===== config.mk =====
export PLATFORM = sky130hd
export DESIGN_NAME = wb_axis_fifo
export DESIGN_NICKNAME = d
export VERILOG_FILES = /design/src/rtl/wb_axis_fifo.sv
export SDC_FILE = /design/constraint.sdc
export NUM_CORES = 1
export LEC_CHECK = 0
export ABC_AREA = 1
export BUFFER_PORTS_ARGS = -buffer_cell sky130_fd_sc_hd__buf_2
export CAP_MARGIN = 30
export CORE_MARGIN = 4
export CORE_UTILIZATION = 55
export CTS_CLUSTER_DIAMETER = 40
export DETAILED_ROUTE_END_ITERATION = 8
export HOLD_SLACK_MARGIN = 0.06
export PLACE_DENSITY = 0.74
export SYNTH_ARGS = -nofsm -noshare
export SYNTH_HDL_FRONTEND = slang
export SYNTH_SLANG_ARGS = --single-unit

===== constraint.sdc =====
create_clock -name wb_clk_i -period 8.68 [get_ports wb_clk_i]
set_input_delay 1.302 -clock wb_clk_i [delete_from_list [all_inputs] [get_ports wb_clk_i]]
set_output_delay 1.302 -clock wb_clk_i [all_outputs]
set_load 0.01 [all_outputs]

===== src/rtl/wb_axis_fifo.sv =====
// wb_axis_fifo: buffering stage between the Wishbone slave port and the FIR
// AXI-Stream ports.
//   - Wishbone writes to 0x80 fill the X FIFO, which drains into ss_* and
//     generates ss_tlast from a programmable frame length.
//   - FIR results arriving on sm_* fill the Y FIFO, which the CPU drains with
//     Wishbone reads of 0x84.
//   - 0x88 is a status word and 0x8C the frame-length register.
// Register map (address bits [7:0] only):
//   0x80 W  push X sample
//   0x84 R  pop Y sample (stalls while Y is empty)
//   0x88 R  status: b0 x_empty, b1 x_full, b2 y_empty, b3 y_full,
//           b4 y_last_seen, b5 timeout_seen, [11:8] x_level, [19:16] y_level.
//           Reading it clears b4/b5.
//   0x8C RW frame length. Writing it also restarts the beat counter.
// Ports:
//   wb_clk_i, wb_rst_i        clock, asynchronous active-high reset
//   wbs_*                     Wishbone slave (wbs_sel_i ignored, full words)
//   ss_tvalid/tready/tdata/tlast  AXI-Stream master towards the FIR (X data)
//   sm_tvalid/tready/tdata/tlast  AXI-Stream slave from the FIR (Y data)
// Optional feature macro: WB_STALL_TIMEOUT_EN. When it is defined, a request
// that stalls for TIMEOUT cycles is force-acknowledged. A forced write is
// dropped. A forced read returns 32'hDEAD_BEEF and pops nothing. The event
// sets the timeout_seen flag.
module wb_axis_fifo #(
    parameter int pDATA_WIDTH = 32,
    parameter int DEPTH_LOG2  = 3,
    parameter int LEN_W       = 10,
    parameter int TIMEOUT     = 255
) (
    input  logic                   wb_clk_i,
    input  logic                   wb_rst_i,
    input  logic                   wbs_stb_i,
    input  logic                   wbs_cyc_i,
    input  logic                   wbs_we_i,
    input  logic [3:0]             wbs_sel_i,
    input  logic [31:0]            wbs_dat_i,
    input  logic [31:0]            wbs_adr_i,
    output logic                   wbs_ack_o,
    output logic [31:0]            wbs_dat_o,
    output logic                   ss_tvalid,
    input  logic                   ss_tready,
    output logic [pDATA_WIDTH-1:0] ss_tdata,
    output logic                   ss_tlast,
    input  logic                   sm_tvalid,
    output logic                   sm_tready,
    input  logic [pDATA_WIDTH-1:0] sm_tdata,
    input  logic                   sm_tlast
);

    localparam int DEPTH = 1 << DEPTH_LOG2;
    localparam int PTR_W = DEPTH_LOG2;
    localparam int LVL_W = DEPTH_LOG2 + 1;
    localparam logic [LVL_W-1:0] FULL_LVL  = LVL_W'(DEPTH);
    localparam logic [LVL_W-1:0] EMPTY_LVL = LVL_W'(0);
    localparam logic [7:0] ADR_X    = 8'h80;
    localparam logic [7:0] ADR_Y    = 8'h84;
    localparam logic [7:0] ADR_STAT = 8'h88;
    localparam logic [7:0] ADR_LEN  = 8'h8C;
    localparam logic [LEN_W-1:0] LEN_RST = LEN_W'(64);

    // Wishbone request / response
    logic        req_s;
    logic [7:0]  adr_s;
    logic        accept_s;
    logic        force_s;
    logic        x_push_s;
    logic        y_pop_s;
    logic        len_wr_s;
    logic        stat_rd_s;
    logic [31:0] rdata_s;
    logic [31:0] status_s;
    logic        to_bit_s;
    logic        ack_d, ack_q;
    logic [31:0] dat_d, dat_q;

    // X FIFO
    logic [pDATA_WIDTH-1:0] x_mem_q [DEPTH];
    logic [PTR_W-1:0]       x_wr_d, x_wr_q, x_rd_d, x_rd_q;
    logic [LVL_W-1:0]       x_level_d, x_level_q;
    logic                   x_empty_s, x_full_s, x_pop_s;

    // Y FIFO
    logic [pDATA_WIDTH-1:0] y_mem_q [DEPTH];
    logic [PTR_W-1:0]       y_wr_d, y_wr_q, y_rd_d, y_rd_q;
    logic [LVL_W-1:0]       y_level_d, y_level_q;
    logic                   y_empty_s, y_full_s, y_push_s;
    logic                   y_last_d, y_last_q;

    // Frame length and beat counter
    logic [LEN_W-1:0] len_d, len_q;
    logic [LEN_W-1:0] len_eff_s;
    logic [LEN_W-1:0] cnt_d, cnt_q;
    logic [LEN_W:0]   cnt_inc_s;
    logic             last_hit_s;

    // Inputs that carry no information for this block
    logic unused_inputs_s;
    assign unused_inputs_s = ^{wbs_sel_i, wbs_adr_i[31:8]};

    assign req_s     = wbs_stb_i & wbs_cyc_i & ~wbs_ack_o;
    assign adr_s     = wbs_adr_i[7:0];
    assign x_empty_s = (x_level_q == EMPTY_LVL);
    assign x_full_s  = (x_level_q == FULL_LVL);
    assign y_empty_s = (y_level_q == EMPTY_LVL);
    assign y_full_s  = (y_level_q == FULL_LVL);

    assign ss_tvalid = ~x_empty_s;
    assign ss_tdata  = x_mem_q[x_rd_q];
    assign ss_tlast  = ss_tvalid & last_hit_s;
    assign x_pop_s   = ss_tvalid & ss_tready;
    assign sm_tready = ~y_full_s;
    assign y_push_s  = sm_tvalid & sm_tready;

    assign wbs_ack_o = ack_q;
    assign wbs_dat_o = dat_q;

    // A zero length would never raise tlast, so it is treated as one.
    assign len_eff_s  = (len_q == LEN_W'(0)) ? LEN_W'(1) : len_q;
    assign cnt_inc_s  = {1'b0, cnt_q} + (LEN_W + 1)'(1);
    assign last_hit_s = (cnt_inc_s >= {1'b0, len_eff_s});

    assign status_s = {12'h000, 4'(y_level_q), 4'h0, 4'(x_level_q), 2'b00,
                       to_bit_s, y_last_q, y_full_s, y_empty_s, x_full_s, x_empty_s};

    // Address decode: acceptance, FIFO side effects and read data.
    always_comb begin
        accept_s  = 1'b0;
        x_push_s  = 1'b0;
        y_pop_s   = 1'b0;
        len_wr_s  = 1'b0;
        stat_rd_s = 1'b0;
        rdata_s   = 32'h0000_0000;
        if (req_s) begin
            case (adr_s)
                ADR_X: begin
                    if (wbs_we_i) begin
                        if (!x_full_s) begin
                            accept_s = 1'b1;
                            x_push_s = 1'b1;
                        end else begin
                            accept_s = 1'b0;
                        end
                    end else begin
                        accept_s = 1'b1;
                    end
                end
                ADR_Y: begin
                    if (!wbs_we_i) begin
                        if (!y_empty_s) begin
                            accept_s = 1'b1;
                            y_pop_s  = 1'b1;
                            rdata_s  = 32'(y_mem_q[y_rd_q]);
                        end else begin
                            accept_s = 1'b0;
                        end
                    end else begin
                        accept_s = 1'b1;
                    end
                end
                ADR_STAT: begin
                    accept_s = 1'b1;
                    if (!wbs_we_i) begin
                        stat_rd_s = 1'b1;
                        rdata_s   = status_s;
                    end else begin
                        stat_rd_s = 1'b0;
                    end
                end
                ADR_LEN: begin
                    accept_s = 1'b1;
                    if (wbs_we_i) begin
                        len_wr_s = 1'b1;
                    end else begin
                        rdata_s = 32'(len_q);
                    end
                end
                default: begin
                    accept_s = 1'b1;
                end
            endcase
        end else begin
            accept_s = 1'b0;
        end
    end

`ifdef WB_STALL_TIMEOUT_EN
    localparam int STALL_W = $clog2(TIMEOUT + 1);
    logic [STALL_W-1:0] stall_d, stall_q;
    logic               to_seen_d, to_seen_q;

    // Stall counter and forced-ack decision for requests that never get accepted.
    always_comb begin
        force_s = req_s & ~accept_s & (stall_q == STALL_W'(TIMEOUT));
        if (req_s & ~accept_s & ~force_s) begin
            stall_d = stall_q + STALL_W'(1);
        end else begin
            stall_d = STALL_W'(0);
        end
        if (force_s) begin
            to_seen_d = 1'b1;
        end else if (stat_rd_s) begin
            to_seen_d = 1'b0;
        end else begin
            to_seen_d = to_seen_q;
        end
    end

    // Stall counter and timeout flag registers.
    always_ff @(posedge wb_clk_i or posedge wb_rst_i) begin
        if (wb_rst_i) begin
            stall_q   <= STALL_W'(0);
            to_seen_q <= 1'b0;
        end else begin
            stall_q   <= stall_d;
            to_seen_q <= to_seen_d;
        end
    end

    assign to_bit_s = to_seen_q;
`else
    logic [31:0] unused_timeout_s;
    assign unused_timeout_s = 32'(TIMEOUT);
    assign force_s  = 1'b0;
    assign to_bit_s = 1'b0;
`endif

    // Registered Wishbone response; data is held at zero outside ack.
    always_comb begin
        ack_d = accept_s | force_s;
        if (force_s) begin
            if (wbs_we_i) begin
                dat_d = 32'h0000_0000;
            end else begin
                dat_d = 32'hDEAD_BEEF;
            end
        end else if (accept_s) begin
            dat_d = rdata_s;
        end else begin
            dat_d = 32'h0000_0000;
        end
    end

    // Next-state for both FIFOs, frame counter and sticky flags.
    always_comb begin
        x_wr_d = x_push_s ? (x_wr_q + PTR_W'(1)) : x_wr_q;
        x_rd_d = x_pop_s  ? (x_rd_q + PTR_W'(1)) : x_rd_q;
        case ({x_push_s, x_pop_s})
            2'b10:   x_level_d = x_level_q + LVL_W'(1);
            2'b01:   x_level_d = x_level_q - LVL_W'(1);
            default: x_level_d = x_level_q;
        endcase

        y_wr_d = y_push_s ? (y_wr_q + PTR_W'(1)) : y_wr_q;
        y_rd_d = y_pop_s  ? (y_rd_q + PTR_W'(1)) : y_rd_q;
        case ({y_push_s, y_pop_s})
            2'b10:   y_level_d = y_level_q + LVL_W'(1);
            2'b01:   y_level_d = y_level_q - LVL_W'(1);
            default: y_level_d = y_level_q;
        endcase

        if (len_wr_s) begin
            len_d = wbs_dat_i[LEN_W-1:0];
        end else begin
            len_d = len_q;
        end

        // A length write restarts the frame even if a beat leaves this cycle.
        if (len_wr_s) begin
            cnt_d = LEN_W'(0);
        end else if (x_pop_s) begin
            if (last_hit_s) begin
                cnt_d = LEN_W'(0);
            end else begin
                cnt_d = cnt_inc_s[LEN_W-1:0];
            end
        end else begin
            cnt_d = cnt_q;
        end

        // Setting wins over the status-read clear, so a tlast arriving in the
        // same cycle as the read is not lost.
        if (y_push_s & sm_tlast) begin
            y_last_d = 1'b1;
        end else if (stat_rd_s) begin
            y_last_d = 1'b0;
        end else begin
            y_last_d = y_last_q;
        end
    end

    // Control and status registers.
    always_ff @(posedge wb_clk_i or posedge wb_rst_i) begin
        if (wb_rst_i) begin
            ack_q     <= 1'b0;
            dat_q     <= 32'h0000_0000;
            x_wr_q    <= PTR_W'(0);
            x_rd_q    <= PTR_W'(0);
            x_level_q <= LVL_W'(0);
            y_wr_q    <= PTR_W'(0);
            y_rd_q    <= PTR_W'(0);
            y_level_q <= LVL_W'(0);
            len_q     <= LEN_RST;
            cnt_q     <= LEN_W'(0);
            y_last_q  <= 1'b0;
        end else begin
            ack_q     <= ack_d;
            dat_q     <= dat_d;
            x_wr_q    <= x_wr_d;
            x_rd_q    <= x_rd_d;
            x_level_q <= x_level_d;
            y_wr_q    <= y_wr_d;
            y_rd_q    <= y_rd_d;
            y_level_q <= y_level_d;
            len_q     <= len_d;
            cnt_q     <= cnt_d;
            y_last_q  <= y_last_d;
        end
    end

    // FIFO storage; contents are qualified by the pointers, so no reset is needed.
    always_ff @(posedge wb_clk_i) begin
        if (x_push_s) begin
            x_mem_q[x_wr_q] <= pDATA_WIDTH'(wbs_dat_i);
        end
        if (y_push_s) begin
            y_mem_q[y_wr_q] <= sm_tdata;
        end
    end

endmodule

== Yosys cells after proc, flatten, opt, wreduce, memory -nomap -nowiden ==
Memory sizes are Yosys's and may differ from the RTL's.
Cells that the tools add are included.
Word-level totals
  output and inout port bits: 68
  memories: 2
  RAM bits: 512
  word-level logic and storage cells: 86
  register bits after elaboration: 74
Cells by class
  reductions and logical operators: 7
  equality and inequality tests: 10
  $add $sub $neg: 9
  mux-type cells: 37
  magnitude comparators: 1
  bitwise operators: 9
Memories
  x_mem_q: depth 8, bits a word 32, read ports 1, clocked after memory_dff 0, write ports 1, line 77  | logic [pDATA_WIDTH-1:0] x_mem_q [DEPTH];
  y_mem_q: depth 8, bits a word 32, read ports 1, clocked after memory_dff 0, write ports 1, line 83  | logic [pDATA_WIDTH-1:0] y_mem_q [DEPTH];
Operators with widths (count)
  $mux W32: 4
  $pmux W32 S3: 1
  $mux W10: 5
  $eq A8 B8 Y1 const B: 4
  $mux W1: 23
  $mux W20: 1
  $pmux W4 S2: 2
  $add A3 B1 Y3 const B: 4
  $add A10 B1 Y11 const B: 1
  $ge A11 B10 Y1: 1
  $logic_not A10 Y1: 1
  $add A4 B1 Y4 const B: 2
  $eq A4 B4 Y1 const B: 2
  $logic_not A4 Y1: 2
  $reduce_bool A2 Y1: 4
  $sub A4 B1 Y4 const B: 2
  $and A1 B1 Y1: 6
  $eq A2 B1 Y1 const B: 2
  $eq A2 B2 Y1 const B: 2
  $not A1 Y1: 3
  $pmux W1 S2: 1

== Depth between registers and ports, before layout ==
  depth after elaboration: 7
  gate-level depth with buffers: 16
  mapped depth without buffers: 15

== Worst setup path after synthesis ==
OpenSTA, ideal clock, no wires.
  path kind: input to register
  start: input wbs_adr_i[1]
  end: memory x_mem_q[4][0], enable pin
  arrival: 4245 ps
  required time: 8219 ps
  cell stages on the path: 6
  path slack: 3974 ps
  library setup time: 461 ps
  path through: nor2_4 -> nand3_1 -> nor2_4 -> nand3_2 -> or2_4 -> nor3_1
Between the ends
  longest elaborated chain between the ends: 5
RTL lines
  from (decl): line 37  | input logic [31:0] wbs_adr_i,
  $eq A8 B8 Y1: line 134  | case (adr_s)
  $mux W1: line 134
  $mux W1: line 133  | if (req_s) begin
  $mux W1: line 322  | if (x_push_s) begin
  $mux W1 (not written as such): line 323  | x_mem_q[x_wr_q] <= pDATA_WIDTH'(wbs_dat_i);
  to (decl): line 77
Every way passes these cells.

== Worst setup path in the final report ==
  start: register cnt_q[0]
  end: output ss_tlast
Between the ends
  longest elaborated chain between the ends: 3
RTL lines
  from (decl): line 92  | logic [LEN_W-1:0] cnt_d, cnt_q;
  from (signal assigned): line 315  | cnt_q <= cnt_d;
  $add A10 B1 Y11: line 119  | assign cnt_inc_s = {1'b0, cnt_q} + (LEN_W + 1)'(1);
  $ge A11 B10 Y1: line 120  | assign last_hit_s = (cnt_inc_s >= {1'b0, len_eff_s});
  $and A1 B1 Y1: line 109  | assign ss_tlast = ss_tvalid & last_hit_s;
  to (decl): line 43  | output logic ss_tlast,
Every way passes these cells.

==> results.toml <==
[setup_path]
critical_path_arrival_ns = 3.31
worst_setup_path_end_kind = "output pin"
startpoint_type = "flip-flop"
critPathSlowestCell = "sky130_fd_sc_hd__nor2_1"
crit_path_cell_trace = "ha_1 > nand2_1 > nor2_1 > nand4_1 > nand2_1 > inv_1 > ha_1 > nand3_1 > nand3b_1 > nor2_1 > a21oi_1 > buf_2"
worst_path_largest_cell_delay_ns = 0.56
cp.required_ns = 7.38
maximum_fanout_along_the_worst_path = 11
timing.setup.critical_path_class = "reg2out"

[power]
powerDensity_nw_per_um2 = 286
fin_total_pwr_w = 0.00797
max-vdd-ir-drop_v = 0.000317
static-leakage-power_nw = 10.8

[drt]
postRouteWirelength_um = 55700
drt_iter0_drc = 1582
ant_nets = 0
route.detailed.wl_per_inst_um = 19.8
drt-pass1-iter-count = 6
drt-vias-per-instance = 5.66
drc_errors = 0
dr_total_vias = 15900

[cts]
cts_root_buffer = "sky130_fd_sc_hd__clkbuf_16"
cts_tree = "built"
worst_setup_hold_path_clk_slew_ns = 0.05
h-tree-depth = 3
cts_repair_resize_count = 0
tritoncts_num_sinks = 586
tritoncts.num_buffers = 70
postCtsHoldBufs = 0
post_cts.repair.setup_buffers = 0
cts_buffer_depth = 3
worstSkewPairLatency_ns = 0.58

[global_route]
largest_net_degree_at_the_start_of_global_routing = 109
antenna_found_initial = 9
first_global_vias = 16000
grt_overflow = 0
grt_util_all_layers_pct = 23.4
grt_pass1_wl_um = 86800

[yosys]
synth.area.top_cells = "sky130_fd_sc_hd__edfxtp_1 (64%), sky130_fd_sc_hd__dfrtp_1 (7.5%), sky130_fd_sc_hd__nand2_1 (5.7%)"
async_flop_share_pct = 12.6
syn_inst = 2033
yosysWarnings = 0
yosysUniqueCellTypes = 40
synth_fp_nets = 2164
synth.top_cell.area_share_pct = 63.5
synthMostInstantiatedCell = "sky130_fd_sc_hd__edfxtp_1"
avgSynthCellArea_sq_um = 11.9
mapped_area_sq_um = 24200
synth_top_area_cell = "sky130_fd_sc_hd__edfxtp_1"
ys_seq_area_share_pct = 71.2
synth-main-ff-cell = "sky130_fd_sc_hd__edfxtp_1"
synthTopCellsByCount = "sky130_fd_sc_hd__edfxtp_1 (512), sky130_fd_sc_hd__nand2_1 (368), sky130_fd_sc_hd__nor2_1 (316)"
synth_edf_count = 512
ys_ff_latch = 586

[place]
detailed_place_hpwl_um = 29500
buffer_ports.inserted = 147
globalplace.congestion = 0.882

[worst_hold_path]
type_of_the_worst_min_delay_path = "reg2reg"

[sta]
fin_crit_sh_pct = 53.1
final_slew_violations = 0
worst_setup_skew_after_layout_ns = 0.0284
setup_tns_ns = 0
setup_viol = 0
max_freq_mhz = 217
worst_slew_margin_rel_pct = 33.2
fin_crit_ns = 4.61
finalHoldViolCount = 0
setup_repair_after_global_routing_missed_its_margin = "false"
worst_pin_slew_ns = 0.999

[floorplanning]
floorplan.die_area_sq_um = 47400
die_x_um = 218
die_y_um = 218
pin_count = 176
standard_cell_row_count = 76
coreArea_sq_um = 43300
floorplan.initialDensity_pct = 55.9

[cells_and_area]
area_growth_syn_to_layout_pct = 15.2
nNetsFinal = 2302
drive_above_1_share_pct = 15.8

[flow_run]
number_of_max_cap_violations = 0

[run_status]
status = "finished, final reports clean"
-- registers in the layout (all words and copies together) (netlist names) --
name,count
y_level_q,4
y_mem_q,256
len_q,10
x_rd_q,3
wbs_dat_o,32
x_level_q,4
x_mem_q,256
x_wr_q,3
cnt_q,10
y_last_q,1
y_rd_q,3
wbs_ack_o,1
y_wr_q,3
-- cell usage in the layout, fill, tap and decap left out, drive strengths merged --
cell and count:
edfxtp 512, nand2 373, nor2 328, buf 177, o21ai 165, inv 163
nand3 93, clkbuf 89, dfrtp 73, o32ai 64, o22ai 32, a21oi 25
nand4 24, ha 21, clkinv 20, o211ai 18, xor2 12, nor3 10
diode 8, clkinvlp 7, bufinv 7, xnor2 3, or2 2, fa 2
nand3b 1, a21o 1, and3 1, o41ai 1, dfstp 1
-- layout make-up --
| cell class | instances | area [sq um] |
|---|---|---|
| antenna | 8 | 20.0 |
| clock buffer | 89 | 1940 |
| clock inverter | 37 | 434 |
| fill | 3109 | 15400 |
| inverter | 160 | 603 |
| multi-input combinational | 1176 | 5900 |
| sequential | 586 | 17200 |
| tap | 585 | 732 |
| timing repair buffer | 177 | 1020 |
-- routing by layer --
layer / up-vias / global-route usage (%) / part of all wire [%]
li1: 7386 / - / -
met1: 7827 / 30.1 / 39
met2: 609 / 39.8 / 51
met3: 121 / 4.75 / 7.2
met4: 4 / 8.93 / 3.1
met5: - / 0 / 0.050
-- worst max-delay path, delay by kind of cell, from the launching register on --
kind / cells / cell delay, ns
and+or+nand+nor: 7 / 1.27
adders and majority gates: 2 / 0.52
DFF: 1 / 0.47
buffers and inverters: 2 / 0.26
AOI/OAI and AO/OA: 1 / 0.20
-- where the power goes --
| group | switching (W) | internal [W] | total, W |
|---|---|---|---|
| combinational | 0.00111 | 0.000522 | 0.00163 |
| clock | 0.00112 | 0.00181 | 0.00293 |
| sequential | 0.000114 | 0.00329 | 0.00341 |
| total | 0.00235 | 0.00562 | 0.00797 |
-- per-stage QoR --
| step | setup WS [ns] | instance area [sq um] | instances | hold slack [ns] | util, % |
|---|---|---|---|---|---|
| after floorplan | 3.97 | 24200 | 2033 | 0.442 | - |
| after global placement | 4.75 | 25400 | 2681 | 0.463 | 58.7 |
| after detailed placement | 4.68 | 25500 | 2683 | 0.500 | 58.9 |
| after CTS | 4.11 | 27800 | 2809 | 0.510 | 64.4 |
| after global routing | 3.92 | 27900 | 2813 | 0.559 | 64.4 |
| final | 4.07 | 27900 | 2818 | 0.516 | 64.5 |
-- worst paths after layout --
path	start	to	slack, ns	depth (start not counted)
min in group asynchronous	wb_rst_i	wbs_dat_o[5]	0.64	2
min	y_last_q	y_last_q	0.52	2
max	cnt_q[0]	ss_tlast	4.07	12
max in group asynchronous	wb_rst_i	x_rd_q[0]	6.76	3
max reg2reg	x_level_q[1]	x_level_q[3]	5.64	11
min reg2reg	y_last_q	y_last_q	0.52	2
-- logic make-up (layout without fill, tap and decap cells) --
family,count (synthesis),after routing,synth area share [%]
adder cells (fa/ha/maj),23,23,1.25
flip-flops,586,586,71.2
buffers and inverters,271,463,4.84
AO/OA/AOI/OAI,306,306,7.90
other,0,8,0
XOR/XNOR,15,15,0.543
AND/OR/NAND/NOR,832,832,14.3
No activity file was read; power rests on OpenSTA's default activity.
